$ cat config.mk
export PLATFORM = sky130hd
export DESIGN_NAME = vedic_pp_combiner
export DESIGN_NICKNAME = d
export VERILOG_FILES = /design/src/rtl/vedic_pkg.sv /design/src/rtl/vedic_pipe_reg.sv /design/src/rtl/vedic_pp_combiner.sv
export SDC_FILE = /design/constraint.sdc
export NUM_CORES = 1
export LEC_CHECK = 0
export ABC_AREA = 1
export CORE_MARGIN = 3
export CORE_UTILIZATION = 54
export CTS_BUF_LIST = sky130_fd_sc_hd__clkbuf_8 sky130_fd_sc_hd__clkbuf_16
export CTS_CLUSTER_DIAMETER = 80
export DETAILED_ROUTE_END_ITERATION = 10
export GPL_ROUTABILITY_DRIVEN = 0
export GPL_TIMING_DRIVEN = 0
export PLACE_DENSITY = 0.88
export RECOVER_POWER = 100
export SLEW_MARGIN = 10
export SYNTH_ARGS = -nofsm -noshare
export SYNTH_HDL_FRONTEND = slang
export SYNTH_HIERARCHICAL = 1
export SYNTH_SLANG_ARGS = --single-unit
$ cat constraint.sdc
create_clock -name clk -period 3.16 [get_ports clk]
set_input_delay 0.632 -clock clk [delete_from_list [all_inputs] [get_ports clk]]
set_output_delay 0.632 -clock clk [all_outputs]
set_load 0.03 [all_outputs]
$ cat src/rtl/vedic_pkg.sv
// vedic_pkg: shared types and constants for the 16x16 Vedic multiplier.
// Used by the 8x8 Vedic units, the 12-bit adder and the partial-product
// combiner.
//   PP_W      width of one 8x8 partial product
//   PROD_W    width of the full 16x16 product
//   HALF      shift between adjacent partial-product columns
//   product_t full product type
//   s1_data_t contents of the first combiner register stage
//   combine() finishes the product from the stage-1 contents
package vedic_pkg;

  localparam int PP_W   = 16;
  localparam int PROD_W = 32;
  localparam int HALF   = 8;

  typedef logic [PROD_W-1:0] product_t;

  typedef struct packed {
    logic [PP_W-1:0] q3;   // a_hi * b_hi
    logic [PP_W-1:0] q0;   // a_lo * b_lo
    logic [PP_W:0]   sum;  // q1 + q2 with the carry kept
  } s1_data_t;

  // The low byte of q0 passes straight through. Its high byte is added to
  // the middle column. That column's carry-out and upper bits then go into q3.
  function automatic product_t combine(input s1_data_t s);
    logic [PP_W:0]   t;
    logic [PP_W-1:0] hi;
    t  = s.sum + {{(PP_W + 1 - HALF){1'b0}}, s.q0[PP_W-1:HALF]};
    hi = s.q3 + {{(PP_W - HALF - 1){1'b0}}, t[PP_W:HALF]};
    return {hi, t[HALF-1:0], s.q0[HALF-1:0]};
  endfunction

endpackage

$ cat src/rtl/vedic_pipe_reg.sv
// vedic_pipe_reg: a valid/ready register slice with a full-throughput
// pass-through ready. It accepts new data whenever it is empty or its
// content leaves in the same cycle.
//   clk, rst              clock, asynchronous active-high reset
//   in_valid/in_ready     upstream handshake
//   in_data               W-bit payload to capture
//   out_valid/out_ready   downstream handshake
//   out_data              registered payload (holds while stalled)
module vedic_pipe_reg #(
  parameter int W = 8
) (
  input  logic         clk,
  input  logic         rst,
  input  logic         in_valid,
  output logic         in_ready,
  input  logic [W-1:0] in_data,
  output logic         out_valid,
  input  logic         out_ready,
  output logic [W-1:0] out_data
);

  logic         valid;
  logic [W-1:0] data;

  assign in_ready  = !valid || out_ready;
  assign out_valid = valid;
  assign out_data  = data;

  // Slice state: load on an input transfer, otherwise empty on an output transfer.
  always_ff @(posedge clk or posedge rst) begin
    if (rst) begin
      valid <= 1'b0;
      data  <= {W{1'b0}};
    end else if (in_valid && in_ready) begin
      valid <= 1'b1;
      data  <= in_data;
    end else if (valid && out_ready) begin
      valid <= 1'b0;
    end else begin
      valid <= valid;
    end
  end

endmodule

$ cat src/rtl/vedic_pp_combiner.sv
// vedic_pp_combiner: two-stage pipelined combiner for the four 8x8 partial
// products of a 16x16 Vedic multiply.
//   clk, rst              clock, asynchronous active-high reset
//   in_valid/in_ready     partial-product set handshake
//   q0..q3                partial products (lo*lo, hi*lo, lo*hi, hi*hi)
//   out_valid/out_ready   product handshake
//   p                     32-bit registered product
//   done_cnt              saturating count of products handed off
module vedic_pp_combiner
  import vedic_pkg::*;
#(
  parameter int PP_W  = 16,
  parameter int CNT_W = 16
) (
  input  logic             clk,
  input  logic             rst,
  input  logic             in_valid,
  output logic             in_ready,
  input  logic [PP_W-1:0]  q0,
  input  logic [PP_W-1:0]  q1,
  input  logic [PP_W-1:0]  q2,
  input  logic [PP_W-1:0]  q3,
  output logic             out_valid,
  input  logic             out_ready,
  output logic [31:0]      p,
  output logic [CNT_W-1:0] done_cnt
);

  s1_data_t s1_in;
  s1_data_t s1_data;
  logic     s1_valid;
  logic     s2_ready;
  product_t s2_in;

  // The two middle partial products share a column. Their sum is taken
  // before the first register so that stage 2 has only two short adds.
  always_comb begin
    s1_in     = '0;
    s1_in.q3  = q3;
    s1_in.q0  = q0;
    s1_in.sum = {1'b0, q1} + {1'b0, q2};
  end

  vedic_pipe_reg #(.W($bits(s1_data_t))) u_stage1 (
    .clk       (clk),
    .rst       (rst),
    .in_valid  (in_valid),
    .in_ready  (in_ready),
    .in_data   (s1_in),
    .out_valid (s1_valid),
    .out_ready (s2_ready),
    .out_data  (s1_data)
  );

  assign s2_in = combine(s1_data);

  vedic_pipe_reg #(.W(32)) u_stage2 (
    .clk       (clk),
    .rst       (rst),
    .in_valid  (s1_valid),
    .in_ready  (s2_ready),
    .in_data   (s2_in),
    .out_valid (out_valid),
    .out_ready (out_ready),
    .out_data  (p)
  );

  // Handoff counter: counts output transfers and sticks at all-ones.
  always_ff @(posedge clk or posedge rst) begin
    if (rst) begin
      done_cnt <= {CNT_W{1'b0}};
    end else if (out_valid && out_ready && (done_cnt != {CNT_W{1'b1}})) begin
      done_cnt <= done_cnt + {{(CNT_W-1){1'b0}}, 1'b1};
    end else begin
      done_cnt <= done_cnt;
    end
  end

endmodule

==> results of run 1 <==
worst max-delay path: stages:
cell	delay, ps
sky130_fd_sc_hd__clkdlybuf4s50_1	490
sky130_fd_sc_hd__inv_1	80
sky130_fd_sc_hd__nand2_4	140
sky130_fd_sc_hd__buf_4	200
sky130_fd_sc_hd__inv_1	60
sky130_fd_sc_hd__nand2_2	130
sky130_fd_sc_hd__clkbuf_2	250
sky130_fd_sc_hd__dlygate4sd2_1	430
power breakdown:
group	internal, mW	switching (mW)
Sequential	1.58	0.252
Clock	0.571	0.569
Combinational	0.878	1.42
Total	3.03	2.24
flip-flops by register name, indices dropped and copies added (netlist names):
signal / cells
u_stage1/out_valid: 1
done_cnt: 16
u_stage2/out_data: 32
u_stage2/out_valid: 1
u_stage1/out_data: 49
routing by layer:
| layer | vias up | track usage (%) | wire length (µm) |
|---|---|---|---|
| met1 | 2964 | 32.5 | 7330 |
| met4 | 0 | 8.64 | 370 |
| met3 | 38 | 3.44 | 869 |
| li1 | 3279 | - | - |
| met2 | 223 | 39.5 | 7580 |
| met5 | - | 0 | 0 |
cells in the mapped netlist:
master,instances
sky130_fd_sc_hd__nand2_2,2
sky130_fd_sc_hd__xor2_1,18
sky130_fd_sc_hd__o21ai_1,1
sky130_fd_sc_hd__nand4_1,16
sky130_fd_sc_hd__nor2_1,42
sky130_fd_sc_hd__fa_1,3
sky130_fd_sc_hd__dfrtp_1,99
sky130_fd_sc_hd__nand2_4,4
sky130_fd_sc_hd__xnor2_1,11
sky130_fd_sc_hd__buf_6,4
sky130_fd_sc_hd__a21oi_1,16
sky130_fd_sc_hd__buf_2,10
sky130_fd_sc_hd__nand3_1,122
sky130_fd_sc_hd__and2_1,4
sky130_fd_sc_hd__o31ai_1,1
sky130_fd_sc_hd__nand3b_1,7
sky130_fd_sc_hd__buf_4,11
sky130_fd_sc_hd__or2_2,6
sky130_fd_sc_hd__ha_1,35
sky130_fd_sc_hd__o21ai_0,6
sky130_fd_sc_hd__nor3_1,5
sky130_fd_sc_hd__nand3_2,1
sky130_fd_sc_hd__buf_8,2
sky130_fd_sc_hd__inv_1,108
sky130_fd_sc_hd__nand2_1,421
sky130_fd_sc_hd__nor3_4,1
sky130_fd_sc_hd__o21ai_2,3
sky130_fd_sc_hd__buf_12,1
final timing paths:
check	start	end	slack (ps)
setup / recovery	out_ready	in_ready	120
hold reg to reg	u_stage2/out_data[25]$_DFFE_PP0P_	u_stage2/out_data[25]$_DFFE_PP0P_	470
min in group asynchronous	rst	done_cnt[10]$_DFFE_PP0P_	860
max in group asynchronous	rst	u_stage1/out_data[2]$_DFFE_PP0P_	480
hold / removal	u_stage2/out_data[25]$_DFFE_PP0P_	u_stage2/out_data[25]$_DFFE_PP0P_	470
setup reg to reg	u_stage1/out_data[0]$_DFFE_PP0P_	u_stage2/out_data[24]$_DFFE_PP0P_	210
layout make-up:
cell class              instances  share of cell area (%)
clock buffers                   9                    2.71
plain buffers                  28                    2.20
flip-flops and latches         99                    29.8
clock inverters                 7                    1.04
repair buffers                117                    14.1
multi-input cells             725                    42.7
well taps                     168                    2.53
inverters                     108                    4.88
metrics by stage:
step | instances | total power [mW] | setup TNS (ps) | hold WS, ps | setup slack, ps
after floorplan | 960 | 3.39 | 0 | 443 | 324
after global placement | 1244 | 4.16 | -141 | 454 | -141
after detailed placement | 1245 | 4.24 | -159 | 458 | -159
after CTS | 1261 | 5.38 | 0 | 478 | 63.7
after global routing | 1261 | 5.62 | 0 | 485 | 22.0
final | 1261 | 5.27 | 0 | 469 | 115
layout by cell type (no fill, tap or decap), types with 2 or more instances in the layout:
cell	count
sky130_fd_sc_hd__nor3_1	6
sky130_fd_sc_hd__clkdlybuf4s50_1	62
sky130_fd_sc_hd__o21ai_2	3
sky130_fd_sc_hd__or2_2	6
sky130_fd_sc_hd__buf_4	6
sky130_fd_sc_hd__nand2_1	424
sky130_fd_sc_hd__nand3b_1	7
sky130_fd_sc_hd__and2_1	4
sky130_fd_sc_hd__dlygate4sd3_1	53
sky130_fd_sc_hd__nor2_1	42
sky130_fd_sc_hd__nand3_1	123
sky130_fd_sc_hd__buf_6	2
sky130_fd_sc_hd__nand2_4	2
sky130_fd_sc_hd__o21ai_0	7
sky130_fd_sc_hd__xnor2_1	11
sky130_fd_sc_hd__a21oi_1	16
sky130_fd_sc_hd__clkinv_8	2
sky130_fd_sc_hd__nand4_1	16
sky130_fd_sc_hd__inv_6	2
sky130_fd_sc_hd__clkbuf_1	8
sky130_fd_sc_hd__fa_2	2
sky130_fd_sc_hd__buf_2	9
sky130_fd_sc_hd__xor2_1	18
sky130_fd_sc_hd__clkbuf_16	9
sky130_fd_sc_hd__dfrtp_1	99
sky130_fd_sc_hd__inv_1	108
sky130_fd_sc_hd__ha_1	34
cell families (layout without fill, tap and decap cells):
kind of cell	after synthesis	after routing	synth area share [%]
AND/OR/NAND/NOR	631	631	40.0
buffers and inverters	136	269	9.47
flip-flops	99	99	37.1
adder cells (fa/ha/maj)	38	38	7.45
XOR/XNOR	29	29	3.80
AO/OA/AOI/OAI	27	27	2.23
timing repair:
item | in CTS | in global routing
buffers inserted | 0 | 0
cloned | 0 | 0
gates resized for setup | 2 | 3
setup endpoints to repair | 2 | 8
==> run summary, run 1 <==
RUN STATUS
---------------------------------------------------------------------------------
Status                                                               finished clean

CLOCK TREE
---------------------------------------------------------------------------------
Hold_buf cts                                                                    0
Clk Latency, worst-skew pair                                               360 ps
Clock slew seen by the registers of the worst setup and hold paths          80 ps
Number of buffers on the longest clock path                                     2
TritonCTS clock tree                                                        built
Sink Count                                                                     99
Total CTS buffers                                                               9
Master cell of the clock root buffer                                 sky130_fd_sc_hd__clkbuf_16
Maximum level of the CTS H-tree                                                 3

ROUTING
---------------------------------------------------------------------------------
Remaining design rule violation count                                           0
Via count                                                                   6,504
Number of routed nets with antenna violations                                   0
Routed via count divided by cell count                                       5.16
Router iterations before antenna repair                                         5
Number of DRC markers in iteration 0                                          461
Average routed wire per standard cell                                     12.8 µm
Wirelength, routed                                                        16.1 mm

CRITICAL PATH
---------------------------------------------------------------------------------
Largest driver fanout on the critical path                                     10
CP endpoint kind                                                       output pin
Worst Path Class, Setup                                              primary input to output pin
Critical Path RT                                                          2530 ps
Cells on worst reg2reg path                                                    16
Arrival @ worst endpoint                                                  2410 ps
Startpoint class of the critical path                                primary input

TIMING
---------------------------------------------------------------------------------
Number of failing hold endpoints at the final stage                             0
Max-slew violation count                                                        0
Final setup violation count                                                     0
Relative slew slack                                                         9.83%
Period minus WS final                                                     3040 ps
Worst setup skew after layout                                             9.83 ps
RSZ-0062 raised after global routing                                           no
Slew @ Worst Pin                                                          1350 ps
Period utilization                                                          96.3%
Achievable Freq                                                         0.328 GHz

PLACE
---------------------------------------------------------------------------------
HPWL reported at the end of detailed placement                            12.6 mm
Total cell area at the placement stage                                0.00808 mm²
IO buf count                                                                  116

LAYOUT
---------------------------------------------------------------------------------
Ratio of cells with drive above 1 in the final layout                       4.67%
Final Core Density                                                          68.9%
Number of nets at the end of the flow                                       1,194
Area grow syn2layout                                                        24.3%
Diodes inserted                                                                 0
Area taken by flip-flops and latches                                  0.00248 mm²
Fillcell total                                                                946
Multi-input gate area                                                 0.00355 mm²
Post-route cell area                                                  0.00831 mm²

FLOORPLANNING
---------------------------------------------------------------------------------
Std cell rows                                                                  40
Ports                                                                         118
Initial Util                                                                55.4%
Die Height                                                                 117 µm
Die area                                                               0.0137 mm²
Area inside the core boundary                                          0.0121 mm²
Horizontal extent of the die                                               117 µm

SYNTHESIS
---------------------------------------------------------------------------------
Post-synthesis cell type with the largest combined area              sky130_fd_sc_hd__dfrtp_1
Leading post-synthesis cells by cell area                            sky130_fd_sc_hd__dfrtp_1 37%, sky130_fd_sc_hd__nand2_1 24%, sky130_fd_sc_hd__nand3_1 9.1%, sky130_fd_sc_hd__ha_1 6.6%, sky130_fd_sc_hd__inv_1 6.1%
Post-Syn Nets                                                               1,066
Top-area cell type share of the netlist area                                37.1%
Cell area after synthesis                                             0.00668 mm²
Portion of the post-synthesis area used by sequential elements              37.1%
Synth Area per Inst                                                      6.96 µm²
YS warnings                                                                     6
Distinct cell type count of the synthesized netlist                            28
Synth Register Bits                                                            99
Cells after Synth                                                             960

MIN PATH
---------------------------------------------------------------------------------
Worst Hold Path Cells                                                           2
Worst hold-check path type                                           flop to flop

GRT
---------------------------------------------------------------------------------
Leftover overflow at the end of global routing                                  0
Vias in the first global route                                              5,920
Pin count of the biggest net entering global routing                           34
First-pass GRT wire length                                                26.6 mm
Initial antenna violation count                                                 0
Total routing resource utilization after global routing                     24.1%

PWR
---------------------------------------------------------------------------------
Worst-case vdd ir drop                                                   0.326 mV
P per Cell Area                                                        635 mW/mm²
Static power due to leakage                                               4.62 nW

FLOW RUN
---------------------------------------------------------------------------------
Count of max-cap constraint violations                                          0

Power figures use the tool's default switching activity.
==> run 2, diff against run 1 <==
--- a/config.mk
+++ b/config.mk
@@ -10,6 +10,7 @@
 export CORE_UTILIZATION = 54
 export CTS_BUF_LIST = sky130_fd_sc_hd__clkbuf_8 sky130_fd_sc_hd__clkbuf_16
 export CTS_CLUSTER_DIAMETER = 80
+export CTS_CLUSTER_SIZE = 12
 export DETAILED_ROUTE_END_ITERATION = 10
 export GPL_ROUTABILITY_DRIVEN = 0
 export GPL_TIMING_DRIVEN = 0
==> results of run 2 <==
The final DEF is identical to that of run 1; final timing and power are the same.
